<file path="src/rtl/apb_master_bridge_pkg.sv">
// apb_pkg: shared state type, window geometry and slot indices for the APB master bridge
package apb_pkg;

    typedef enum logic [1:0] {
        IDLE,
        SETUP,
        ACCESS
    } state_t;

    localparam logic [31:0] BASE_ADDR  = 32'h1000_0000;
    localparam int          SLOT_SHIFT = 12;
    localparam int          NUM_SLOTS  = 4;

    localparam int SLOT_RAM  = 0;
    localparam int SLOT_REG1 = 1;
    localparam int SLOT_REG2 = 2;
    localparam int SLOT_REG3 = 3;

endpackage

</file>
<file path="src/rtl/apb_master_bridge_if.sv">
// apb_master_bridge_if: requester handshake plus the four-slot APB bus seen by the bridge
interface apb_master_bridge_if #(
    parameter int ADDR_W = 32,
    parameter int DATA_W = 32
);

    logic              transfer;
    logic              write;
    logic [ADDR_W-1:0] addr;
    logic [DATA_W-1:0] wdata;
    logic              ready;
    logic [DATA_W-1:0] rdata;

    logic [ADDR_W-1:0] PADDR;
    logic              PWRITE;
    logic              PENABLE;
    logic [DATA_W-1:0] PWDATA;
    logic              PSEL0;
    logic              PSEL1;
    logic              PSEL2;
    logic              PSEL3;
    logic [DATA_W-1:0] PRDATA0;
    logic [DATA_W-1:0] PRDATA1;
    logic [DATA_W-1:0] PRDATA2;
    logic [DATA_W-1:0] PRDATA3;
    logic              PREADY0;
    logic              PREADY1;
    logic              PREADY2;
    logic              PREADY3;

    modport master (
        input  transfer, write, addr, wdata,
        output ready, rdata,
        output PADDR, PWRITE, PENABLE, PWDATA,
        output PSEL0, PSEL1, PSEL2, PSEL3,
        input  PRDATA0, PRDATA1, PRDATA2, PRDATA3,
        input  PREADY0, PREADY1, PREADY2, PREADY3
    );

    modport slave (
        output transfer, write, addr, wdata,
        input  ready, rdata,
        input  PADDR, PWRITE, PENABLE, PWDATA,
        input  PSEL0, PSEL1, PSEL2, PSEL3,
        output PRDATA0, PRDATA1, PRDATA2, PRDATA3,
        output PREADY0, PREADY1, PREADY2, PREADY3
    );

endinterface

</file>
<file path="src/rtl/apb_master_bridge_addr_decoder.sv">
// apb_addr_decoder: combinational slot decode of the captured address and PRDATA/PREADY return mux
module apb_addr_decoder
    import apb_pkg::*;
#(
    parameter int                ADDR_W     = 32,
    parameter int                DATA_W     = 32,
    parameter logic [ADDR_W-1:0] BASE_ADDR  = ADDR_W'(apb_pkg::BASE_ADDR),
    parameter int                SLOT_SHIFT = apb_pkg::SLOT_SHIFT
) (
    input  logic [ADDR_W-1:SLOT_SHIFT]           page,
    input  logic                                 active,
    input  logic [NUM_SLOTS-1:0][DATA_W-1:0]     prdata,
    input  logic [NUM_SLOTS-1:0]                 pready,
    output logic [NUM_SLOTS-1:0]                 psel,
    output logic                                 hit,
    output logic [DATA_W-1:0]                    sel_rdata,
    output logic                                 sel_ready
);

    logic [1:0] idx;

    assign hit       = page[ADDR_W-1:SLOT_SHIFT+2] == BASE_ADDR[ADDR_W-1:SLOT_SHIFT+2];
    assign idx       = page[SLOT_SHIFT+1:SLOT_SHIFT];
    assign sel_rdata = prdata[idx];
    assign sel_ready = pready[idx];

    // one-hot select, only while a transfer is in flight and the address falls in the window
    always_comb begin
        psel = '0;
        for (int i = 0; i < NUM_SLOTS; i++)
            psel[i] = active && hit && idx == 2'(i);
    end

endmodule

</file>
<file path="src/rtl/apb_master_bridge.sv">
// apb_master_bridge: single-request bus to four-slot APB master with IDLE/SETUP/ACCESS sequencing
module apb_master_bridge
    import apb_pkg::*;
#(
    parameter int                ADDR_W     = 32,
    parameter int                DATA_W     = 32,
    parameter logic [ADDR_W-1:0] BASE_ADDR  = ADDR_W'(apb_pkg::BASE_ADDR),
    parameter int                SLOT_SHIFT = apb_pkg::SLOT_SHIFT
) (
    input logic                 PCLK,
    input logic                 PRESET,
    apb_master_bridge_if.master bus
);

    state_t                 state;
    state_t                 state_nxt;
    logic                   capture;
    logic                   done;
    logic                   hit;
    logic [NUM_SLOTS-1:0]   psel;
    logic [DATA_W-1:0]      sel_rdata;
    logic                   sel_ready;

    apb_addr_decoder #(
        .ADDR_W     (ADDR_W),
        .DATA_W     (DATA_W),
        .BASE_ADDR  (BASE_ADDR),
        .SLOT_SHIFT (SLOT_SHIFT)
    ) u_dec (
        .page      (bus.PADDR[ADDR_W-1:SLOT_SHIFT]),
        .active    (state != IDLE),
        .prdata    ({bus.PRDATA3, bus.PRDATA2, bus.PRDATA1, bus.PRDATA0}),
        .pready    ({bus.PREADY3, bus.PREADY2, bus.PREADY1, bus.PREADY0}),
        .psel      (psel),
        .hit       (hit),
        .sel_rdata (sel_rdata),
        .sel_ready (sel_ready)
    );

    // an unmapped access has no completer, so it completes on its first ACCESS cycle
    assign done        = !hit || sel_ready;
    assign bus.PENABLE = state == ACCESS;
    assign bus.PSEL0   = psel[SLOT_RAM];
    assign bus.PSEL1   = psel[SLOT_REG1];
    assign bus.PSEL2   = psel[SLOT_REG2];
    assign bus.PSEL3   = psel[SLOT_REG3];

    // state register; reset aborts any transfer in flight
    always_ff @(posedge PCLK or negedge PRESET) begin
        if (!PRESET)
            state <= IDLE;
        else
            state <= state_nxt;
    end

    // next state, request capture and the single-cycle completion strobe
    always_comb begin
        state_nxt = state;
        capture   = 1'b0;
        bus.ready = 1'b0;
        bus.rdata = '0;
        case (state)
            IDLE: begin
                capture   = bus.transfer;
                state_nxt = bus.transfer ? SETUP : IDLE;
            end
            SETUP: state_nxt = ACCESS;
            ACCESS: begin
                if (done) begin
                    bus.ready = 1'b1;
                    bus.rdata = hit ? sel_rdata : '0;
                    capture   = bus.transfer;
                    state_nxt = bus.transfer ? SETUP : IDLE;
                end
            end
            default: state_nxt = IDLE;
        endcase
    end

    // captured request drives the APB address/data until the next capture
    always_ff @(posedge PCLK or negedge PRESET) begin
        if (!PRESET) begin
            bus.PADDR  <= '0;
            bus.PWRITE <= 1'b0;
            bus.PWDATA <= '0;
        end else if (capture) begin
            bus.PADDR  <= bus.addr;
            bus.PWRITE <= bus.write;
            bus.PWDATA <= bus.wdata;
        end
    end

    a_psel_onehot: assert property (@(posedge PCLK) disable iff (!PRESET) $onehot0(psel));

    a_ready_in_access: assert property (@(posedge PCLK) disable iff (!PRESET) bus.ready |-> state == ACCESS);

    a_stall_stable: assert property (@(posedge PCLK) disable iff (!PRESET)
        (state == ACCESS && !done) |=> (state == ACCESS && $stable(bus.PADDR) && $stable(bus.PWDATA)
                                        && $stable(bus.PWRITE) && $stable(psel)));

endmodule

</file>
<file path="src/flat_wrapper.sv">
// flat-port wrapper written by rule: the top's interface ports become plain ports
module apb_master_bridge_flat import apb_pkg::*;
#(
    parameter int                ADDR_W     = 32,
    parameter int                DATA_W     = 32,
    parameter logic [ADDR_W-1:0] BASE_ADDR  = ADDR_W'(apb_pkg::BASE_ADDR),
    parameter int                SLOT_SHIFT = apb_pkg::SLOT_SHIFT
)
  (PCLK, PRESET, bus_transfer, bus_write, bus_addr, bus_wdata, bus_ready, bus_rdata, bus_PADDR, bus_PWRITE, bus_PENABLE, bus_PWDATA, bus_PSEL0, bus_PSEL1, bus_PSEL2, bus_PSEL3, bus_PRDATA0, bus_PRDATA1, bus_PRDATA2, bus_PRDATA3, bus_PREADY0, bus_PREADY1, bus_PREADY2, bus_PREADY3);
  apb_master_bridge_if #(.ADDR_W(ADDR_W), .DATA_W(DATA_W)) bus_i ();
  input logic PCLK;
  input logic PRESET;
  input wire logic [$bits(bus_i.transfer)-1:0] bus_transfer;
  input wire logic [$bits(bus_i.write)-1:0] bus_write;
  input wire logic [$bits(bus_i.addr)-1:0] bus_addr;
  input wire logic [$bits(bus_i.wdata)-1:0] bus_wdata;
  output wire logic [$bits(bus_i.ready)-1:0] bus_ready;
  output wire logic [$bits(bus_i.rdata)-1:0] bus_rdata;
  output wire logic [$bits(bus_i.PADDR)-1:0] bus_PADDR;
  output wire logic [$bits(bus_i.PWRITE)-1:0] bus_PWRITE;
  output wire logic [$bits(bus_i.PENABLE)-1:0] bus_PENABLE;
  output wire logic [$bits(bus_i.PWDATA)-1:0] bus_PWDATA;
  output wire logic [$bits(bus_i.PSEL0)-1:0] bus_PSEL0;
  output wire logic [$bits(bus_i.PSEL1)-1:0] bus_PSEL1;
  output wire logic [$bits(bus_i.PSEL2)-1:0] bus_PSEL2;
  output wire logic [$bits(bus_i.PSEL3)-1:0] bus_PSEL3;
  input wire logic [$bits(bus_i.PRDATA0)-1:0] bus_PRDATA0;
  input wire logic [$bits(bus_i.PRDATA1)-1:0] bus_PRDATA1;
  input wire logic [$bits(bus_i.PRDATA2)-1:0] bus_PRDATA2;
  input wire logic [$bits(bus_i.PRDATA3)-1:0] bus_PRDATA3;
  input wire logic [$bits(bus_i.PREADY0)-1:0] bus_PREADY0;
  input wire logic [$bits(bus_i.PREADY1)-1:0] bus_PREADY1;
  input wire logic [$bits(bus_i.PREADY2)-1:0] bus_PREADY2;
  input wire logic [$bits(bus_i.PREADY3)-1:0] bus_PREADY3;
  assign bus_i.transfer = bus_transfer;
  assign bus_i.write = bus_write;
  assign bus_i.addr = bus_addr;
  assign bus_i.wdata = bus_wdata;
  assign bus_ready = bus_i.ready;
  assign bus_rdata = bus_i.rdata;
  assign bus_PADDR = bus_i.PADDR;
  assign bus_PWRITE = bus_i.PWRITE;
  assign bus_PENABLE = bus_i.PENABLE;
  assign bus_PWDATA = bus_i.PWDATA;
  assign bus_PSEL0 = bus_i.PSEL0;
  assign bus_PSEL1 = bus_i.PSEL1;
  assign bus_PSEL2 = bus_i.PSEL2;
  assign bus_PSEL3 = bus_i.PSEL3;
  assign bus_i.PRDATA0 = bus_PRDATA0;
  assign bus_i.PRDATA1 = bus_PRDATA1;
  assign bus_i.PRDATA2 = bus_PRDATA2;
  assign bus_i.PRDATA3 = bus_PRDATA3;
  assign bus_i.PREADY0 = bus_PREADY0;
  assign bus_i.PREADY1 = bus_PREADY1;
  assign bus_i.PREADY2 = bus_PREADY2;
  assign bus_i.PREADY3 = bus_PREADY3;
  apb_master_bridge #(.ADDR_W(ADDR_W), .DATA_W(DATA_W), .BASE_ADDR(BASE_ADDR), .SLOT_SHIFT(SLOT_SHIFT)) u_core (.PCLK(PCLK), .PRESET(PRESET), .bus(bus_i));
endmodule
</file>
<file path="config.mk">
export PLATFORM = sky130hd
export DESIGN_NAME = apb_master_bridge_flat
export DESIGN_NICKNAME = d
export VERILOG_FILES = /design/src/rtl/apb_master_bridge_pkg.sv /design/src/rtl/apb_master_bridge_if.sv /design/src/rtl/apb_master_bridge_addr_decoder.sv /design/src/rtl/apb_master_bridge.sv /design/src/flat_wrapper.sv
export SDC_FILE = /design/constraint.sdc
export NUM_CORES = 1
export LEC_CHECK = 0
export BUFFER_PORTS_ARGS = -buffer_cell sky130_fd_sc_hd__buf_4
export CORE_AREA = 2 2 118 120
export CTS_CLUSTER_SIZE = 16
export DETAILED_ROUTE_END_ITERATION = 12
export DIE_AREA = 0 0 120 122
export PLACE_DENSITY_LB_ADDON = 0.25
export SLEW_MARGIN = 20
export SYNTH_ARGS = -nofsm -noshare
export SYNTH_HDL_FRONTEND = slang
export SYNTH_SLANG_ARGS = --single-unit
</file>
<file path="constraint.sdc">
create_clock -name PCLK -period 5.1 [get_ports PCLK]
set_input_delay 0.765 -clock PCLK [delete_from_list [all_inputs] [get_ports PCLK]]
set_output_delay 0.765 -clock PCLK [all_outputs]
set_load 0.01 [all_outputs]
</file>
==> results.ini <==
[yosys]
synth_cells = 238
synth_mux_area_share_pct = 40.7
synth_area_sq_mm = 0.00363
synth_top_area_cell = dfrtp_1
syn_area_per_cell_sq_um = 15.2
ys_async_sr_fraction_pct = 100
synth_top_area_share_pct = 46.2
ys.flop_type = dfrtp_1
synthTopCellsByArea = dfrtp_1 (46%), mux4_2 (20%), mux2_1 (12%), mux2_2 (8.1%), nor2b_1 (5.7%)
synth_top_family_by_area = multiplexers
yosysWarnings = 0
synth_nets = 438
synthXorXnorAreaFrac_pct = 0
synth-compound-area-share_pct = 1.14
synth.most_common_cell = dfrtp_1
ys_ff_latch = 67
ys_top_cells_by_count = dfrtp_1 (67), mux2_1 (39), mux4_2 (33), nor2b_1 (33), mux2_2 (26)
synth_simple_gate_area_share_pct = 8.83
synth.distinct_cells = 23
synth-edff-count = 0
ys_seq_area_share_pct = 46.2
synthAdderAreaFrac_pct = 0

[critical_path]
end_kind = output port
r2r_slack_ns = 2.42
critPathArrivalTime_ns = 2.74
reg2reg_depth = 5
worst-path-max-fanout = 32
crit_required_ns = 4.34
crit_type = flop to output port
start_kind = flop
crit_chain = nor4_1, nand3_1, or3_2, nor2b_1, buf_4
crit_slowest_cell = or3_2
critPathTopFamily = simple AND/OR/NAND/NOR gates
cp.buffers_inverters = 1
crit_path_max_incr_delay_ns = 0.84
worstReg2RegEnd = u_core.bus.PWDATA[2]$_DFFE_PN0P_
r2r_start = u_core.bus.PADDR[18]$_DFFE_PN0P_

[floorplan]
die_x_um = 120
die_h_um = 122
io_pins = 303
core_sq_mm = 0.0135
std_cell_rows = 43
dieArea_sq_mm = 0.0146
initial_core_util_pct = 26.9

[clock_network]
ctsRootBufferMaster = clkbuf_16
post-cts-setup-buffers = 0
clock_path_buffers = 2
tritoncts = built
cts_resized = 0
clk_latency_ns = 0.33
clock-sinks = 67
clk_pin_slew_worst_paths_ns = 0.06
cts_inserted_buffers = 9
cts-htree-levels = 3
holdBufCountCts = 0

[hold_path]
hold-path-endpoint = u_core.bus.PWDATA[3]$_DFFE_PN0P_
holdPathStages = 1
hp-start = u_core.bus.PWDATA[3]$_DFFE_PN0P_
hold_path_class = flop to flop

[sta]
setup_viol = 0
worst_pin_slew_ns = 0.844
finalCritPeriodShare_pct = 68.8
final-max-slew-violation-count = 0
hold_viol_final = 0
max_slew_margin_pct = 43.7
min_period_ns = 3.51
fmax_mhz = 285
rsz0062_at_grt = no
clock-skew-final_ns = 0.00772
setup_ws_ns = 1.59
setup_tns_ns = 0

[run_status]
status = completed

[power]
powerDensity_mw_per_mm2 = 294
ir_drop_uv = 271
leakage_nw = 3.01

[routing]
viasPerCell = 4.57
vias = 3303
firstDrtPassIters = 4
wirelength_um = 12500
drc = 0
drt_iter0_drc = 121
ant_nets = 0
wire_per_inst_um = 17.4

[global_route]
grt_first_pass_wirelength_um = 18800
grt_util_all_layers_pct = 16.7
grt_pass1_vias = 3547
overflow = 0
grt_start_max_net_pins = 68
antenna_found_initial = 1

[cells_and_area]
layout-drive-gt1-share_pct = 71.2
fin_area_sq_mm = 0.00636
synthToLayoutAreaGrowth_pct = 75.4
final_nets = 736

[placement]
placed_area_sq_mm = 0.00604
port_buffers = 302
gp_congestion = 0.773
pre_cts_ws_ns = 1.55
dpl.hpwl_um = 10100

[run]
cap_violations = 0

## sequential cells by signal, summed over array words and instances, names as in the netlist
signal	count
u_core.bus.PWDATA	32
u_core.bus.PADDR	32
u_core.state	2
u_core.bus.PWRITE	1
## worst reg2reg max path: stages (launching register included)
cell and delay (ns):
dfrtp_1 0.39, nor4_1 0.42, nand3_1 0.27, o311ai_4 0.33, buf_4 0.67, mux2_1 0.47
## worst max-delay path by stage
| stage | from | to | slack [ns] | depth (start not counted) |
|---|---|---|---|---|
| after floorplan | bus_PREADY3 | bus_rdata[10] | 2.48 | 5 |
| after global placement | bus_PREADY3 | bus_rdata[18] | 1.60 | 6 |
| after detailed placement | bus_PREADY3 | bus_rdata[16] | 1.55 | 6 |
| after CTS | u_core.bus.PADDR[18]$_DFFE_PN0P_ | bus_rdata[16] | 1.30 | 5 |
| after global routing | u_core.bus.PADDR[18]$_DFFE_PN0P_ | bus_rdata[19] | 1.42 | 5 |
| final | u_core.bus.PADDR[18]$_DFFE_PN0P_ | bus_rdata[16] | 1.59 | 5 |
## where the power goes
part | internal [mW] | switching, mW | total [mW]
Combinational | 0.345 | 0.194 | 0.539
Clock | 0.431 | 0.241 | 0.672
Sequential | 0.610 | 0.0481 | 0.658
## cell type report
class                   instances  area (sq um)
diodes                          1          2.50
repair buffers                305          2290
multi-input cells             151          1840
clock buffers                   9           225
clock inverters                 7          98.8
flip-flops and latches         67          1680
well taps                     180           225
fillers                      1272          7140
inverters                       2          7.51
## logic make-up after synthesis
kind of cell    count (synthesis)
buf+inv                        20
compound gates                  3
flops                          67
mux                            98
simple gates                   50
## per-layer routing
layer	GRT usage, %	routed length (um)	vias to the layer above	part of all wire [%]
li1	-	-	1492	-
met1	17.5	4310	1623	34
met2	29.8	6590	169	53
met3	6.65	1380	19	11
met4	6.76	262	0	2.1
met5	0	0	-	0
## placed cells by master (no fill, tap or decap), types with 2 or more instances in the layout
cell type / netlist / final
inv_6: 0 / 2
mux2_1: 39 / 39
inv_1: 2 / 2
nor4_1: 5 / 5
mux2_2: 26 / 26
nor2_1: 2 / 2
buf_4: 1 / 305
bufinv_16: 0 / 2
nor2b_1: 33 / 33
nand2_1: 2 / 2
nor4b_1: 3 / 3
mux4_2: 33 / 33
clkbuf_16: 0 / 9
dfrtp_1: 67 / 66
## metrics by stage
step,power [mW],utilization (%),hold slack [ns],std cells
global placement,1.21,44.7,0.476,705
CTS,1.89,47.1,0.499,721
finish,1.87,47.1,0.495,722
floorplan,0.925,-,0.469,238
detailed placement,1.22,44.7,0.482,705
global route,1.96,47.1,0.504,721
(Power assumes the default switching activity.)
